File: src/rtl/wb_queue.sv
// Write-back queue: buffers ALU/LSU register writes, drains one per cycle into the
// register file and forwards pending values onto the two operand read paths.
module wb_queue #(
    parameter int unsigned XLEN  = 64,
    parameter int unsigned DEPTH = 4,
    parameter int unsigned CW    = $clog2(DEPTH) + 1
) (
    input  logic            clk,
    input  logic            reset,
    input  logic            alu_valid,
    input  logic [4:0]      alu_rd,
    input  logic [XLEN-1:0] alu_data,
    output logic            alu_ready,
    input  logic            lsu_valid,
    input  logic [4:0]      lsu_rd,
    input  logic [XLEN-1:0] lsu_data,
    output logic            lsu_ready,
    output logic            rf_we,
    output logic [4:0]      rf_rd,
    output logic [XLEN-1:0] rf_wd,
    input  logic [4:0]      rs1,
    input  logic [4:0]      rs2,
    input  logic [XLEN-1:0] rf_rd1,
    input  logic [XLEN-1:0] rf_rd2,
    output logic [XLEN-1:0] op1,
    output logic [XLEN-1:0] op2,
    output logic [CW-1:0]   count,
    output logic            full,
    output logic            empty
);

    localparam int unsigned PW = $clog2(DEPTH);
    localparam logic [CW-1:0] CntFull = CW'(DEPTH);
    localparam logic [CW-1:0] CntLast = CW'(DEPTH - 1);

    logic [4:0]      mem_rd   [DEPTH];
    logic [XLEN-1:0] mem_data [DEPTH];

    logic [PW-1:0] head_q, head_d;
    logic [PW-1:0] tail_q, tail_d;
    logic [CW-1:0] count_q, count_d;

    logic          alu_push, lsu_push, pop;
    logic [PW-1:0] lsu_slot;

    // Readiness looks only at the registered count; a same-cycle pop never frees a slot.
    always_comb begin
        alu_ready = count_q < CntFull;
        lsu_ready = alu_valid ? (count_q < CntLast) : (count_q < CntFull);
    end

    // Writes to x0 complete the handshake but never occupy a slot.
    always_comb begin
        alu_push = alu_valid && alu_ready && (alu_rd != 5'd0);
        lsu_push = lsu_valid && lsu_ready && (lsu_rd != 5'd0);
        pop      = count_q != '0;
        lsu_slot = tail_q + PW'(alu_push);
    end

    always_comb begin
        head_d  = head_q + PW'(pop);
        tail_d  = tail_q + PW'(alu_push) + PW'(lsu_push);
        count_d = count_q + CW'(alu_push) + CW'(lsu_push) - CW'(pop);
    end

    always_ff @(posedge clk) begin
        if (reset) begin
            head_q  <= '0;
            tail_q  <= '0;
            count_q <= '0;
        end else begin
            head_q  <= head_d;
            tail_q  <= tail_d;
            count_q <= count_d;
        end
    end

    // ALU takes the older slot when both producers push together.
    always_ff @(posedge clk) begin
        if (alu_push) begin
            mem_rd[tail_q]   <= alu_rd;
            mem_data[tail_q] <= alu_data;
        end
        if (lsu_push) begin
            mem_rd[lsu_slot]   <= lsu_rd;
            mem_data[lsu_slot] <= lsu_data;
        end
    end

    always_comb begin
        rf_we = pop && !reset;
        rf_rd = pop ? mem_rd[head_q] : 5'd0;
        rf_wd = pop ? mem_data[head_q] : '0;
        count = count_q;
        full  = count_q == CntFull;
        empty = count_q == '0;
    end

    // Scan oldest to youngest so the last hit is the newest pending value.
    always_comb begin
        op1 = rf_rd1;
        op2 = rf_rd2;
        for (int unsigned i = 0; i < DEPTH; i++) begin
            if (CW'(i) < count_q) begin
                if (rs1 != 5'd0 && mem_rd[head_q + PW'(i)] == rs1) begin
                    op1 = mem_data[head_q + PW'(i)];
                end
                if (rs2 != 5'd0 && mem_rd[head_q + PW'(i)] == rs2) begin
                    op2 = mem_data[head_q + PW'(i)];
                end
            end
        end
    end

endmodule
File: config.mk
export PLATFORM = sky130hd
export DESIGN_NAME = wb_queue
export DESIGN_NICKNAME = d
export VERILOG_FILES = /design/src/rtl/wb_queue.sv
export SDC_FILE = /design/constraint.sdc
export NUM_CORES = 1
export LEC_CHECK = 0
export CELL_PAD_IN_SITES_DETAIL_PLACEMENT = 0
export CELL_PAD_IN_SITES_GLOBAL_PLACEMENT = 1
export CORE_MARGIN = 1.5
export CORE_UTILIZATION = 44
export CTS_CLUSTER_SIZE = 40
export DETAILED_ROUTE_END_ITERATION = 6
export PLACE_DENSITY = 0.87
export SLEW_MARGIN = 25
export SYNTH_ARGS = -nofsm -noshare
export SYNTH_HDL_FRONTEND = slang
export SYNTH_SLANG_ARGS = --single-unit
File: constraint.sdc
create_clock -name clk -period 12.6 [get_ports clk]
set_input_delay 2.52 -clock clk [delete_from_list [all_inputs] [get_ports clk]]
set_output_delay 2.52 -clock clk [all_outputs]
set_load 0.02 [all_outputs]
==> results.toml <==
[outcome]
status = "completed"

[clocking]
clkLatencyLatePin_ps = 560
cts.sinks = 283
htree_levels = 2
numCtsBuffers = 37
hold_buffers = 0
cts_resized = 0
root_buffer = "clkbuf_16"
cts_setup_buffers = 0
clk_pin_slew_worst_paths_ps = 50
cts_max_path_buffers = 3
cts_tree = "yes"

[sta]
finalHoldViolations = 0
fin_crit_ps = 9590
final.setup.tns_ps = 0
worst_pin_slew_ps = 1090
rsz0062_at_grt = "no"
setup_ws_ps = 3010
maxSlewViolCount = 0
finalCritPeriodShare_pct = 76.1
skew_ps = 22.1
timing.fmax_mhz = 104
setup_viol = 0
relSlewSlack_pct = 27.1

[power]
ir_worst_vdd_uv = 130
swShare_pct = 47.3
p_comb_share_pct = 64.0
switchingPower_uw = 3500
seq_power_share_pct = 22.2
power.density_nw_per_um2 = 242
leakagePower_uw = 0.0103
intPower_uw = 3900
p_clk_share_pct = 13.8

[die]
fp.dieH_um = 238
chipWidth_um = 238
dieArea_um2 = 56600
start_util_pct = 44.8
io_pins = 485
core_area_um2 = 54100
row_count = 85

[logic_synthesis]
synth_cell_types = 72
synth_ff_type = "edfxtp_1"
syn_inst = 2422
yosysSeqAreaShare_pct = 34.7
synth_seq_cells = 283
synth_edf_count = 276
syn-mean-instance-area_um2 = 10.0
async_flop_share_pct = 0
netlist_area_um2 = 24300
synth_nets = 2711
yosys_warnings = 0

[drt]
via_per_inst = 6.47
drtPass1Iterations = 6
wirelength_mm = 95.2
ant_nets = 0
wl_met3_mm = 8.49
drt_iter0_drc = 2034
wl_met1_mm = 36.6
highest_layer = "met5"
drc = 0
met2_length_mm = 44.8
wl_per_cell_um = 27.2
num_vias = 22700

[critical_path]
path_cells = "clkdlybuf4s50_1, nor3_1, nand2_1, nor3b_1, o221ai_4, buf_4, or2_4, buf_4, nor2_1, o31ai_1, clkdlybuf4s50_1"
cp.required_ps = 10080
cp_slowest_stage_delay_ps = 690
crit_path_start_kind = "input port"
critPathArrivalTime_ps = 7070
crit_type = "input port to primary output"
cp_slowest_cell = "buf_4"
crit_path_end_kind = "primary output"
path_delay_family = "buffers and inverters"
crit_buf_inv = 4
critPathMaxFanout = 44

[placement]
finalWeightedCongestion = 0.928
dp_hpwl_mm = 62.0
place_ws_ps = 2800
portBuffers = 484

[final_layout]
drive_gt1_share_pct = 21.5
area_growth_pct = 26.2
post-route-util_pct = 56.5
nets = 3041

[grt]
grt_pass1_wl_mm = 139
grt_max_degree = 111
grt_pass1_vias = 22700
grtUsageTotal_pct = 32.4
grt-ovfl-total = 0
antenna_found_initial = 31

[run]
cap_violations = 0

[min_path]
hold_class = "flip-flop to flip-flop"
==> synthesized netlist by cell type (all sizes together), types with 3 or more instances <==
cell type | number | share of area [%]
a211oi | 48 | 1.5
a21oi | 184 | 3.8
a221o | 24 | 0.99
a22oi | 3 | 0.093
a31o | 3 | 0.11
a31oi | 4 | 0.10
and2 | 31 | 0.81
and3 | 6 | 0.15
buf | 104 | 2.5
clkbuf | 130 | 2.0
dfxtp | 7 | 0.58
edfxtp | 276 | 34
ha | 7 | 0.36
inv | 11 | 0.17
mux2 | 443 | 21
mux2i | 215 | 8.9
mux4 | 16 | 1.5
nand2 | 184 | 2.9
nand3 | 16 | 0.33
nand4 | 6 | 0.21
nor2 | 202 | 3.2
nor2b | 38 | 0.98
nor3 | 17 | 0.37
o211ai | 25 | 0.77
o21ai | 156 | 3.3
o221ai | 74 | 2.9
o22a | 26 | 0.94
o22ai | 38 | 0.98
o2bb2a | 11 | 0.58
o31ai | 42 | 1.3
or2 | 6 | 0.15
xnor2 | 37 | 1.4
xor2 | 9 | 0.32
==> stage by stage <==
step	instances	hold slack [ps]	total power (uW)	cell area [um2]
floorplan	2422	703	4610	24300
global placement	3405	771	6210	29300
detailed placement	3407	809	6300	29400
CTS	3470	813	7340	30500
global route	3493	876	7730	30600
finish	3499	798	7400	30600
==> cells by family after synthesis <==
kind of cell | synth area share, %
AOI/OAI and AO/OA | 17.8
DFF | 34.7
muxes | 31.2
buffers and inverters | 4.73
xor gates and xnor gates | 1.69
and+or+nand+nor | 9.27
adders and majority gates | 0.526
==> final timing paths <==
path | start | to | slack, ps | cells past startpoint
setup / recovery | rs2[0] | op2[27] | 3010 | 11
hold / removal | count[0]$_SDFF_PP0_ | count[0]$_SDFF_PP0_ | 800 | 3
setup reg to reg | count[2]$_SDFF_PP0_ | mem_rd[3][3]$_DFFE_PP_ | 8240 | 7
hold reg to reg | count[0]$_SDFF_PP0_ | count[0]$_SDFF_PP0_ | 800 | 3
==> cell type report <==
class	count	area [um2]
Fill cell	4709	23500
Multi-Input combinational cell	1893	14800
Sequential cell	283	8440
Timing Repair Buffer	525	5230
Clock buffer	47	1010
Tap cell	696	871
Clock inverter	16	125
Antenna cell	27	67.6
Inverter	12	53.8
==> state kept, by name, indices dropped and copies added (netlist names) <==
register  cells
count         3
tail_q        2
mem_data    256
mem_rd       20
head_q        2
==> per-layer routing <==
| layer | vias to the layer above | GRT usage, % |
|---|---|---|
| li1 | 9952 | - |
| met4 | 14 | 18.6 |
| met2 | 1349 | 53.0 |
| met1 | 11000 | 39.9 |
| met5 | - | 0 |
| met3 | 321 | 6.70 |
==> power groups by stage <==
stage	logic (uW)	clock network (uW)	registers [uW]
3_5_place_dp	4650	0	1660
2_1_floorplan	3020	0	1580
6_report	4740	1020	1640
4_1_cts	4670	1030	1640
5_1_grt	4990	1070	1680
3_3_place_gp	4580	0	1630
==> cell usage in the layout (no fill, tap or decap), drive strengths merged, types with 6 or more instances in the layout <==
cell and n:
and2 31, buf 41, diode 27, nand2 184
dfxtp 7, edfxtp 276, o211ai 25, xnor2 37
nand4 6, and3 6, a211oi 48, o31ai 42
nor2 202, nor2b 38, or2 6, clkdlybuf4s50 484
inv 12, a21oi 184, ha 7, mux4 16
o22a 26, mux2i 215, a221o 24, clkbuf 47
o22ai 38, mux2 443, nand3 16, o2bb2a 11
nor3 17, o221ai 74, xor2 9, o21ai 156
clkinv 14
==> worst min-delay path, cell delays in order (launching register included) <==
cell,delay [ps]
dfxtp_1,350
inv_1,160
fa_1,190
nor2_1,50
No activity file was read; power rests on OpenSTA's default activity.
